`src/rtl/median_window_ctrl.sv`:
```
// Sliding-window controller for an external, purely combinational N-input median sorting network.
// Define MEDIAN_MINMAX_EN to add registered window minimum/maximum outputs (out_min/out_max).
module median_window_ctrl #(
  parameter int unsigned WIDTH = 32,
  parameter int unsigned N     = 11,
  parameter int unsigned CNT_W = 16
) (
  input  logic               clk,
  input  logic               rst,
  input  logic               flush,
  input  logic               in_valid,
  output logic               in_ready,
  input  logic [WIDTH-1:0]   in_data,
  output logic [N*WIDTH-1:0] net_data,
  input  logic [N*WIDTH-1:0] net_sort,
  output logic               out_valid,
  input  logic               out_ready,
  output logic [WIDTH-1:0]   out_data,
`ifdef MEDIAN_MINMAX_EN
  output logic [WIDTH-1:0]   out_min,
  output logic [WIDTH-1:0]   out_max,
`endif
  output logic [CNT_W-1:0]   result_cnt
);

  localparam int unsigned       FILL_W    = $clog2(N + 1);
  localparam int unsigned       MID       = N / 2;
  localparam logic [FILL_W-1:0] FILL_LAST = FILL_W'(N - 1);
  localparam logic [FILL_W-1:0] FILL_FULL = FILL_W'(N);

  typedef enum logic [1:0] {
    S_FILL,
    S_EVAL,
    S_HOLD,
    S_RUN
  } state_t;

  state_t             state_q, state_d;
  logic [FILL_W-1:0]  fill_q, fill_d;
  logic [N*WIDTH-1:0] win_q, win_d;
  logic               out_valid_q, out_valid_d;
  logic [WIDTH-1:0]   out_data_q, out_data_d;
  logic [CNT_W-1:0]   cnt_q, cnt_d;
  logic               accept;
`ifdef MEDIAN_MINMAX_EN
  logic [WIDTH-1:0]   min_q, min_d;
  logic [WIDTH-1:0]   max_q, max_d;
`endif

  // Only the slots captured below are consumed; the rest of the network output is don't-care.
  logic unused_sort_bits;
  assign unused_sort_bits = ^net_sort;

  always_comb begin
    in_ready = 1'b0;
    unique case (state_q)
      S_FILL:  in_ready = 1'b1;
      S_RUN:   in_ready = 1'b1;
      S_EVAL:  in_ready = 1'b0;
      S_HOLD:  in_ready = out_ready;
      default: in_ready = 1'b0;
    endcase
    if (flush) in_ready = 1'b0;
  end

  assign accept = in_valid && in_ready;

  always_comb begin
    state_d     = state_q;
    fill_d      = fill_q;
    win_d       = win_q;
    out_valid_d = out_valid_q;
    out_data_d  = out_data_q;
    cnt_d       = cnt_q;
`ifdef MEDIAN_MINMAX_EN
    min_d       = min_q;
    max_d       = max_q;
`endif

    if (accept) win_d = {win_q[(N-1)*WIDTH-1:0], in_data};

    unique case (state_q)
      S_FILL: begin
        if (accept) begin
          if (fill_q == FILL_LAST) begin
            fill_d  = FILL_FULL;
            state_d = S_EVAL;
          end else begin
            fill_d = fill_q + 1'b1;
          end
        end
      end
      S_EVAL: begin
        out_data_d  = net_sort[MID*WIDTH +: WIDTH];
`ifdef MEDIAN_MINMAX_EN
        min_d       = net_sort[0 +: WIDTH];
        max_d       = net_sort[(N-1)*WIDTH +: WIDTH];
`endif
        out_valid_d = 1'b1;
        cnt_d       = cnt_q + 1'b1;
        state_d     = S_HOLD;
      end
      S_HOLD: begin
        if (out_ready) begin
          out_valid_d = 1'b0;
          state_d     = in_valid ? S_EVAL : S_RUN;
        end
      end
      S_RUN: begin
        if (accept) state_d = S_EVAL;
      end
      default: state_d = S_FILL;
    endcase

    // Flush clears the window and any pending result but keeps the last result and the count.
    if (flush) begin
      state_d     = S_FILL;
      fill_d      = '0;
      win_d       = '0;
      out_valid_d = 1'b0;
    end
  end

  always_ff @(posedge clk or posedge rst) begin
    if (rst) begin
      state_q     <= S_FILL;
      fill_q      <= '0;
      win_q       <= '0;
      out_valid_q <= 1'b0;
      out_data_q  <= '0;
      cnt_q       <= '0;
`ifdef MEDIAN_MINMAX_EN
      min_q       <= '0;
      max_q       <= '0;
`endif
    end else begin
      state_q     <= state_d;
      fill_q      <= fill_d;
      win_q       <= win_d;
      out_valid_q <= out_valid_d;
      out_data_q  <= out_data_d;
      cnt_q       <= cnt_d;
`ifdef MEDIAN_MINMAX_EN
      min_q       <= min_d;
      max_q       <= max_d;
`endif
    end
  end

  assign net_data   = win_q;
  assign out_valid  = out_valid_q;
  assign out_data   = out_data_q;
  assign result_cnt = cnt_q;
`ifdef MEDIAN_MINMAX_EN
  assign out_min    = min_q;
  assign out_max    = max_q;
`endif

endmodule

```
`config.mk`:
```
export PLATFORM = sky130hd
export DESIGN_NAME = median_window_ctrl
export DESIGN_NICKNAME = d
export VERILOG_FILES = /design/src/rtl/median_window_ctrl.sv
export SDC_FILE = /design/constraint.sdc
export NUM_CORES = 1
export LEC_CHECK = 0
export CORE_AREA = 2 2 303 305
export CTS_CLUSTER_DIAMETER = 80
export DETAILED_ROUTE_END_ITERATION = 8
export DIE_AREA = 0 0 305 307
export PLACE_DENSITY_LB_ADDON = 0.08
export SKIP_LAST_GASP = 1
export SLEW_MARGIN = 20
export SYNTH_ARGS = -nofsm -noshare
export SYNTH_HDL_FRONTEND = slang
export SYNTH_SLANG_ARGS = --single-unit
export TNS_END_PERCENT = 50
```
`constraint.sdc`:
```
create_clock -name clk -period 37.1 [get_ports clk]
set_input_delay 5.565 -clock clk [delete_from_list [all_inputs] [get_ports clk]]
set_output_delay 5.565 -clock clk [all_outputs]
set_load 0.02 [all_outputs]
```
==> metrics.md, run 1 <==
| Metric | Value |
|---|---|
| Mean Syn Cell Area | `9.58 um2` |
| Worst Reg2Reg Path Length in Cells | `9` |
| Fmax | `79.0 MHz` |
| Final antenna-violating net count | `0` |
| Yosys top cell area share | `62.5%` |
| CTS root buffer | `clkbuf_16` |
| Cell Area, Synth | `0.0163 mm2` |
| Initial core utilization | `18.0%` |
| Synth top area cells | `dfrtp_1 62%, nand2_1 16%, a21oi_1 11%, mux2_2 2.3%, buf_6 2.1%` |
| Reg-to-reg startpoint | `state_q[1]$_DFFE_PP0P_` |
| # IOs | `791` |
| Tot GR Track Use | `13.9%` |
| Flop2flop setup slack | `33.34 ns` |
| Total gr overflow | `0` |
| Final GP Congestion | `0.740` |
| Power share of the combinational group | `16.9%` |
| Final Slew Violations | `0` |
| Worst Hold Depth | `1` |
| Hold Crit Start | `result_cnt[15]$_DFFE_PP0P_` |
| Synth Register Bits | `407` |
| Reg-to-reg endpoint | `net_data[120]$_DFFE_PP0N_` |
| Vias in the first global route | `13600` |
| Setup CP Type | `primary input to output port` |
| DRC errors left | `0` |
| Crit start category | `primary input` |
| Detailed Routing Iterations Pass 1 | `4` |
| Core Box Area | `0.0907 mm2` |
| Placed cell count | `3247` |
| Max VDD drop | `0.0273 mV` |
| Final Skew | `0.0121 ns` |
| Worst Setup End Kind | `output port` |
| WL final | `66800 um` |
| Period Utilization, post-route | `34.1%` |
| Area grow syn2layout | `45.5%` |
| Seq/Total Area, Yosys | `62.5%` |
| Die H | `307 um` |
| Hold Crit Endpoint | `result_cnt[15]$_DFFE_PP0P_` |
| Power per cell area | `51.9 mW/mm2` |
| Yosys Warn Count | `0` |
| Int Pwr | `0.000866 W` |
| Via/cell ratio | `4.03` |
| Clock tree buffer depth | `3` |
| Post-CTS sizing | `0` |
| # diodes | `0` |
| Initial antenna violation count | `4` |
| Die width | `305 um` |
| Top cell type by total area after synthesis | `dfrtp_1` |
| Clock Latency Late Sink | `0.60 ns` |
| Port bufs | `470` |
| Switching Share | `29.6%` |
| Status | `completed` |
| Num CTS Buffers | `54` |
| Via count | `13500` |
| DP Worst Slack | `24.44 ns` |
| # hold bufs at CTS | `0` |
| Synth cell types | `35` |
| Flop pwr share | `40.1%` |
| Most frequent cells in the layout | `710 x nand2_1, 469 x clkdlybuf4s50_1, 407 x dfrtp_1` |
| Rel. slew slack | `25.2%` |
| Fillcell total | `9810` |
| Crit Path Max Fanout | `4` |
| Layout cells sized above 1 | `6.38%` |
| Clock power frac | `43.1%` |
| Worst-path clk slew | `0.06 ns` |
| Post-CTS setup buffers | `0` |
| Largest net degree at the start of global routing | `191` |
| Post-DP HPWL | `44400 um` |
| Total power | `0.00123 W` |
| First-pass GRT wire length | `98300 um` |
| Crit path required time | `31.53 ns` |
| Final Worst Setup Slack | `24.45 ns` |
| CTS sink count | `407` |
| CTS tree | `yes` |
| Leakage | `9.33 nW` |
| 1st-iter DRT viols | `720` |
| Hold Violations, Final | `0` |
| Fin nets | `2513` |
| WL/cell | `20.0 um` |
| Finish-stage setup viols | `0` |
| NetSw | `0.000364 W` |
| Net Count, Synth | `2098` |
| Final min period | `12.65 ns` |
| Die ar. | `0.0936 mm2` |
| Setup TNS | `0 ns` |
| Worst hold slack | `0.483 ns` |
| Cells after Synth | `1702` |
| Final cell count without fillers | `3348` |
| Worst slew pin tran | `1.12 ns` |
| CTS H-tree lvls | `2` |
| Commonest non-fill, non-tap cell in the layout | `nand2_1` |
| FP Rows | `111` |
| CP arrival | `7.09 ns` |
| RSZ-0062 raised after global routing | `no` |
| Total of max-cap violations | `0` |
| Worst Hold Class | `register to register` |
==> cells by family (layout without fill, tap and decap cells) <==
kind of cell	after synthesis	in the layout	synth area share [%]
flip-flops	407	407	62.5
XOR/XNOR	15	15	0.806
adder cells (fa/ha/maj)	7	7	0.537
multiplexers	37	37	2.53
AO/OA/AOI/OAI	365	365	11.4
buffers and inverters	132	592	4.83
AND/OR/NAND/NOR	739	739	17.4
==> flip-flops by register name (all words and copies together) (netlist names) <==
| register | cells |
|---|---|
| fill_q | 4 |
| net_data | 352 |
| out_data | 32 |
| out_valid | 1 |
| result_cnt | 16 |
| state_q | 2 |
==> cell usage after synthesis <==
| master | number |
|---|---|
| o21ai_1 | 1 |
| nand2_1 | 710 |
| a211oi_2 | 1 |
| nand3_1 | 5 |
| a21bo_2 | 1 |
| dfrtp_1 | 407 |
| nand2b_1 | 2 |
| and3_1 | 1 |
| a21boi_1 | 1 |
| nand4_1 | 5 |
| nor2_1 | 6 |
| a21oi_1 | 355 |
| a211oi_1 | 1 |
| clkbuf_1 | 50 |
| xor2_1 | 3 |
| xnor2_1 | 12 |
| buf_1 | 1 |
| a222oi_1 | 1 |
| buf_8 | 1 |
| mux2i_1 | 3 |
| or2_4 | 1 |
| ha_1 | 7 |
| nand3b_1 | 1 |
| buf_2 | 41 |
| o21ai_0 | 2 |
| and3b_1 | 1 |
| and2_1 | 1 |
| a22oi_1 | 1 |
| o211ai_1 | 1 |
| inv_1 | 8 |
| mux2_2 | 34 |
| buf_4 | 1 |
| buf_6 | 30 |
| and4_1 | 5 |
| nor2b_1 | 1 |
==> worst max path at each step <==
stage                                        to  startpoint
after floorplan           fill_q[0]$_DFFE_PP0P_         rst
after global placement                 in_ready   out_ready
after detailed placement               in_ready   out_ready
after CTS                              in_ready   out_ready
after global routing                   in_ready   out_ready
final                                  in_ready   out_ready
==> worst max-delay path, cell delays in order <==
cell             delay (ns)
clkdlybuf4s50_1        0.51
nand2_1                0.17
a21oi_1                0.18
clkdlybuf4s50_1        0.66
==> per-stage QoR <==
step | area, um2 | utilization [%]
6_report | 23700 | 26.2
5_1_grt | 23700 | 26.2
4_1_cts | 23700 | 26.2
3_5_place_dp | 21900 | 24.2
3_3_place_gp | 21900 | 24.2
2_1_floorplan | 16300 | -
==> cell type report <==
class	instances	area (um2)	area share [%]
Clock buffer	88	1670	7.05
Clock inverter	13	128	0.538
Inverter	8	37.5	0.158
Multi-Input combinational cell	1163	5360	22.6
Sequential cell	407	10200	42.9
Tap cell	1186	1480	6.26
Timing Repair Buffer	483	4860	20.5
==> power groups by stage <==
stage / Combinational [W] / Clock (W) / Sequential, W
5_1_grt: 0.000227 / 0.000571 / 0.000497
3_3_place_gp: 0.000214 / 0 / 0.000499
6_report: 0.000207 / 0.000530 / 0.000493
4_1_cts: 0.000213 / 0.000554 / 0.000494
3_5_place_dp: 0.000212 / 0 / 0.000501
2_1_floorplan: 0.0000817 / 0 / 0.000526
==> per-layer routing <==
metal | routed length, um | global-route usage, % | vias to the layer above
li1 | - | - | 6385
met3 | 7670 | 7.32 | 73
met2 | 27700 | 19.7 | 406
met1 | 30500 | 18.7 | 6608
met4 | 983 | 2.67 | 6
met5 | 39 | 0 | -
No activity file was read; power rests on OpenSTA's default activity.
==> run 2, diff against run 1 <==
--- a/config.mk
+++ b/config.mk
@@ -5,10 +5,10 @@
 export SDC_FILE = /design/constraint.sdc
 export NUM_CORES = 1
 export LEC_CHECK = 0
-export CORE_AREA = 2 2 303 305
+export CORE_AREA = 2 2 305 307
 export CTS_CLUSTER_DIAMETER = 80
 export DETAILED_ROUTE_END_ITERATION = 8
-export DIE_AREA = 0 0 305 307
+export DIE_AREA = 0 0 307 309
 export PLACE_DENSITY_LB_ADDON = 0.08
 export SKIP_LAST_GASP = 1
 export SLEW_MARGIN = 20
==> constraint.sdc (replaced) <==
create_clock -name clk -period 12.7 [get_ports clk]
set_input_delay 1.905 -clock clk [delete_from_list [all_inputs] [get_ports clk]]
set_output_delay 1.905 -clock clk [all_outputs]
set_load 0.02 [all_outputs]
==> run 2 against run 1 <==
Against the previous run: clock power rose to 2.9 times the previous value; flip-flop and latch count is the same; cell area about the same; first-iteration DRC count rose by 21%; sequential power rose to 2.9 times the previous value; critical path depth unchanged; count of clock-buffer cells in the layout down 3; non-clock buffer count unchanged; worst setup slack worse by 17 ns; worst hold slack improved by 0.0053 ns; register-to-register slack lost 25 ns; final cell count decreased by 0.15%.
==> metrics.md, run 2 (synthesis gave the netlist of run 1 again) <==
| Metric | Value |
|---|---|
| Final Core Density | `25.9% (-0.22 points)` |
| WL final | `66800 um (about the same)` |
| WL/cell | `20.0 um (+0.16%)` |
| CP arrival | `3.41 ns (-3.68 ns)` |
| Final antenna-violating net count | `0 (unchanged)` |
| Worst-path clk slew | `0.05 ns (about the same)` |
| Most frequent cells in the layout | `710 x nand2_1, 469 x clkdlybuf4s50_1, 407 x dfrtp_1` |
| Die width | `307 um (+0.66%)` |
| Via count | `13400 (-0.61%)` |
| Port bufs | `470 (unchanged)` |
| Leakage | `9.32 nW (-0.15%)` |
| Largest net degree at the start of global routing | `195 (+2.1%)` |
| Setup TNS | `0 ns (unchanged)` |
| Area grow syn2layout | `45.4% (about the same)` |
| Power per cell area | `151 mW/mm2 (+190%)` |
| Slowest CP cell | `clkdlybuf4s50_1` |
| Finish-stage setup viols | `0 (unchanged)` |
| Worst path cell trace | `clkdlybuf4s50_1 -> nand2_1 -> a21oi_1 -> clkdlybuf4s50_1` |
| Final Slew Violations | `0 (unchanged)` |
| # diodes | `0 (unchanged)` |
| Detailed Routing Iterations Pass 1 | `5 (+1)` |
| Final Skew | `0.0221 ns (+0.0100 ns)` |
| CTS root buffer | `clkbuf_16` |
| Reg-to-reg endpoint | `net_data[181]$_DFFE_PP0N_` |
| Tot GR Track Use | `13.8% (-0.14 points)` |
| Top Layer Used | `met4` |
| Met2 WL | `27400 um (-1.0%)` |
| Initial antenna violation count | `0 (-4)` |
| Clock Latency Late Sink | `0.59 ns (about the same)` |
| Wire length on met3 | `7530 um (-1.8%)` |
| Crit. path cell count | `4 (unchanged)` |
| Post-CTS setup buffers | `0 (unchanged)` |
| Die H | `309 um (+0.65%)` |
| Worst slew pin tran | `1.19 ns (+0.0683 ns)` |
| Power share of the combinational group | `17.1% (+0.2 points)` |
| Crit start category | `primary input` |
| Period Utilization, post-route | `41.9%` |
| Hold Violations, Final | `0 (unchanged)` |
| CTS tree | `yes` |
| Total of max-cap violations | `0 (unchanged)` |
| Status | `completed` |
| Max reg flops | `352 (unchanged)` |
| Core Box Area | `0.0914 mm2 (+0.77%)` |
| NetSw | `0.00105 W (+190%)` |
| Delay-heaviest family, CP | `buffers and inverters` |
| Fmax | `188 MHz` |
| Worst Reg2Reg Path Length in Cells | `8 (-1)` |
| Final min period | `5.32 ns` |
| Int Pwr | `0.00253 W (+190%)` |
| RSZ-0062 raised after global routing | `no` |
| Num CTS Buffers | `54 (unchanged)` |
| Post-CTS sizing | `0 (unchanged)` |
| CP peak stage delay | `0.66 ns (about the same)` |
| Commonest non-fill, non-tap cell in the layout | `nand2_1` |
| # hold bufs at CTS | `0 (unchanged)` |
| Met1 Routed Length | `30700 um (+0.84%)` |
| Via/cell ratio | `4.01 (-0.46%)` |
| Crit Path Max Fanout | `4 (unchanged)` |
| Flop pwr share | `39.9% (-0.2 points)` |
| Die ar. | `0.0949 mm2 (+1.3%)` |
| Switching Share | `29.3% (-0.25 points)` |
| Crit path from | `out_ready` |
| Final GP Congestion | `0.723 (-2.2%)` |
| Rel. slew slack | `20.6% (-4.6 points)` |
| Worst Setup EP | `in_ready` |
| Post-DP HPWL | `44600 um (+0.35%)` |
| DP Worst Slack | `6.87 ns (-17.57 ns)` |
| Final Worst Setup Slack | `7.38 ns (-17.06 ns)` |
| Fin nets | `2513 (unchanged)` |
| FP Rows | `111 (unchanged)` |
| CTS sink count | `407 (unchanged)` |
| CTS H-tree lvls | `2 (unchanged)` |
| Total gr overflow | `0 (unchanged)` |
| Initial core utilization | `17.8% (-0.14 points)` |
| Worst Hold Class | `register to register` |
| Max VDD drop | `0.0869 mV (+220%)` |
| Vias in the first global route | `13800 (+1.2%)` |
| Crit path required time | `10.80 ns (-20.73 ns)` |
| Flop2flop setup slack | `8.63 ns (-24.71 ns)` |
| 1st-iter DRT viols | `871 (+21%)` |
| Layout cells sized above 1 | `6.17% (-0.22 points)` |
| First-pass GRT wire length | `98700 um (+0.45%)` |
| Total power | `0.00358 W (+190%)` |
| Worst Setup End Kind | `output port` |
| WP buf/inv | `2 (unchanged)` |
| Cell repeated most along the worst path | `clkdlybuf4s50_1` |
| Clock tree buffer depth | `3 (unchanged)` |
| Clock power frac | `43.0% (about the same)` |
| Hold Crit Start | `result_cnt[15]$_DFFE_PP0P_` |
| # IOs | `791 (unchanged)` |
| DRC errors left | `0 (unchanged)` |
| Reg-to-reg startpoint | `state_q[0]$_DFFE_PP0P_` |
| Setup CP Type | `primary input to output port` |
[run 2: how the worst min path moves through the flow]
stage               slack (ns)  cells after the start                         end
detailed placement        0.48                      1  result_cnt[15]$_DFFE_PP0P_
global route              0.52                      1  result_cnt[14]$_DFFE_PP0P_
finish                    0.49                      1  result_cnt[15]$_DFFE_PP0P_
floorplan                 0.46                      1       fill_q[3]$_DFFE_PP0P_
global placement          0.47                      1  result_cnt[15]$_DFFE_PP0P_
CTS                       0.49                      1  result_cnt[15]$_DFFE_PP0P_
[run 2: power groups by stage]
stage                     Clock [W]  Combinational (W)  Sequential [W]
after floorplan                   0           0.000239         0.00154
after global placement            0           0.000629         0.00145
after detailed placement          0           0.000625         0.00145
after CTS                   0.00161           0.000628         0.00143
after global routing        0.00166           0.000671         0.00144
final                       0.00154           0.000611         0.00143
[run 2: routing by layer]
layer | track usage, % | vias to the layer above
li1 | - | 6370
met4 | 2.99 | 0
met2 | 19.3 | 419
met1 | 18.8 | 6540
met3 | 6.84 | 67
met5 | 0 | -
[run 2: layout make-up]
| cell class | count | area, um2 |
|---|---|---|
| fill | 9870 | 67700 |
| inverter | 8 | 33.8 |
| sequential | 407 | 10200 |
| clock inverter | 11 | 141 |
| tap | 1186 | 1480 |
| multi-input combinational | 1163 | 5360 |
| clock buffer | 85 | 1630 |
| timing repair buffer | 483 | 4870 |
[run 2: metrics by stage]
step           area [um2]  hold WS (ns)  std cells
4_1_cts             23700         0.486       3343
6_report            23700         0.488       3343
3_3_place_gp        21900         0.472       3247
3_5_place_dp        21900         0.479       3247
5_1_grt             23700         0.520       3343
2_1_floorplan       16300         0.461       1702
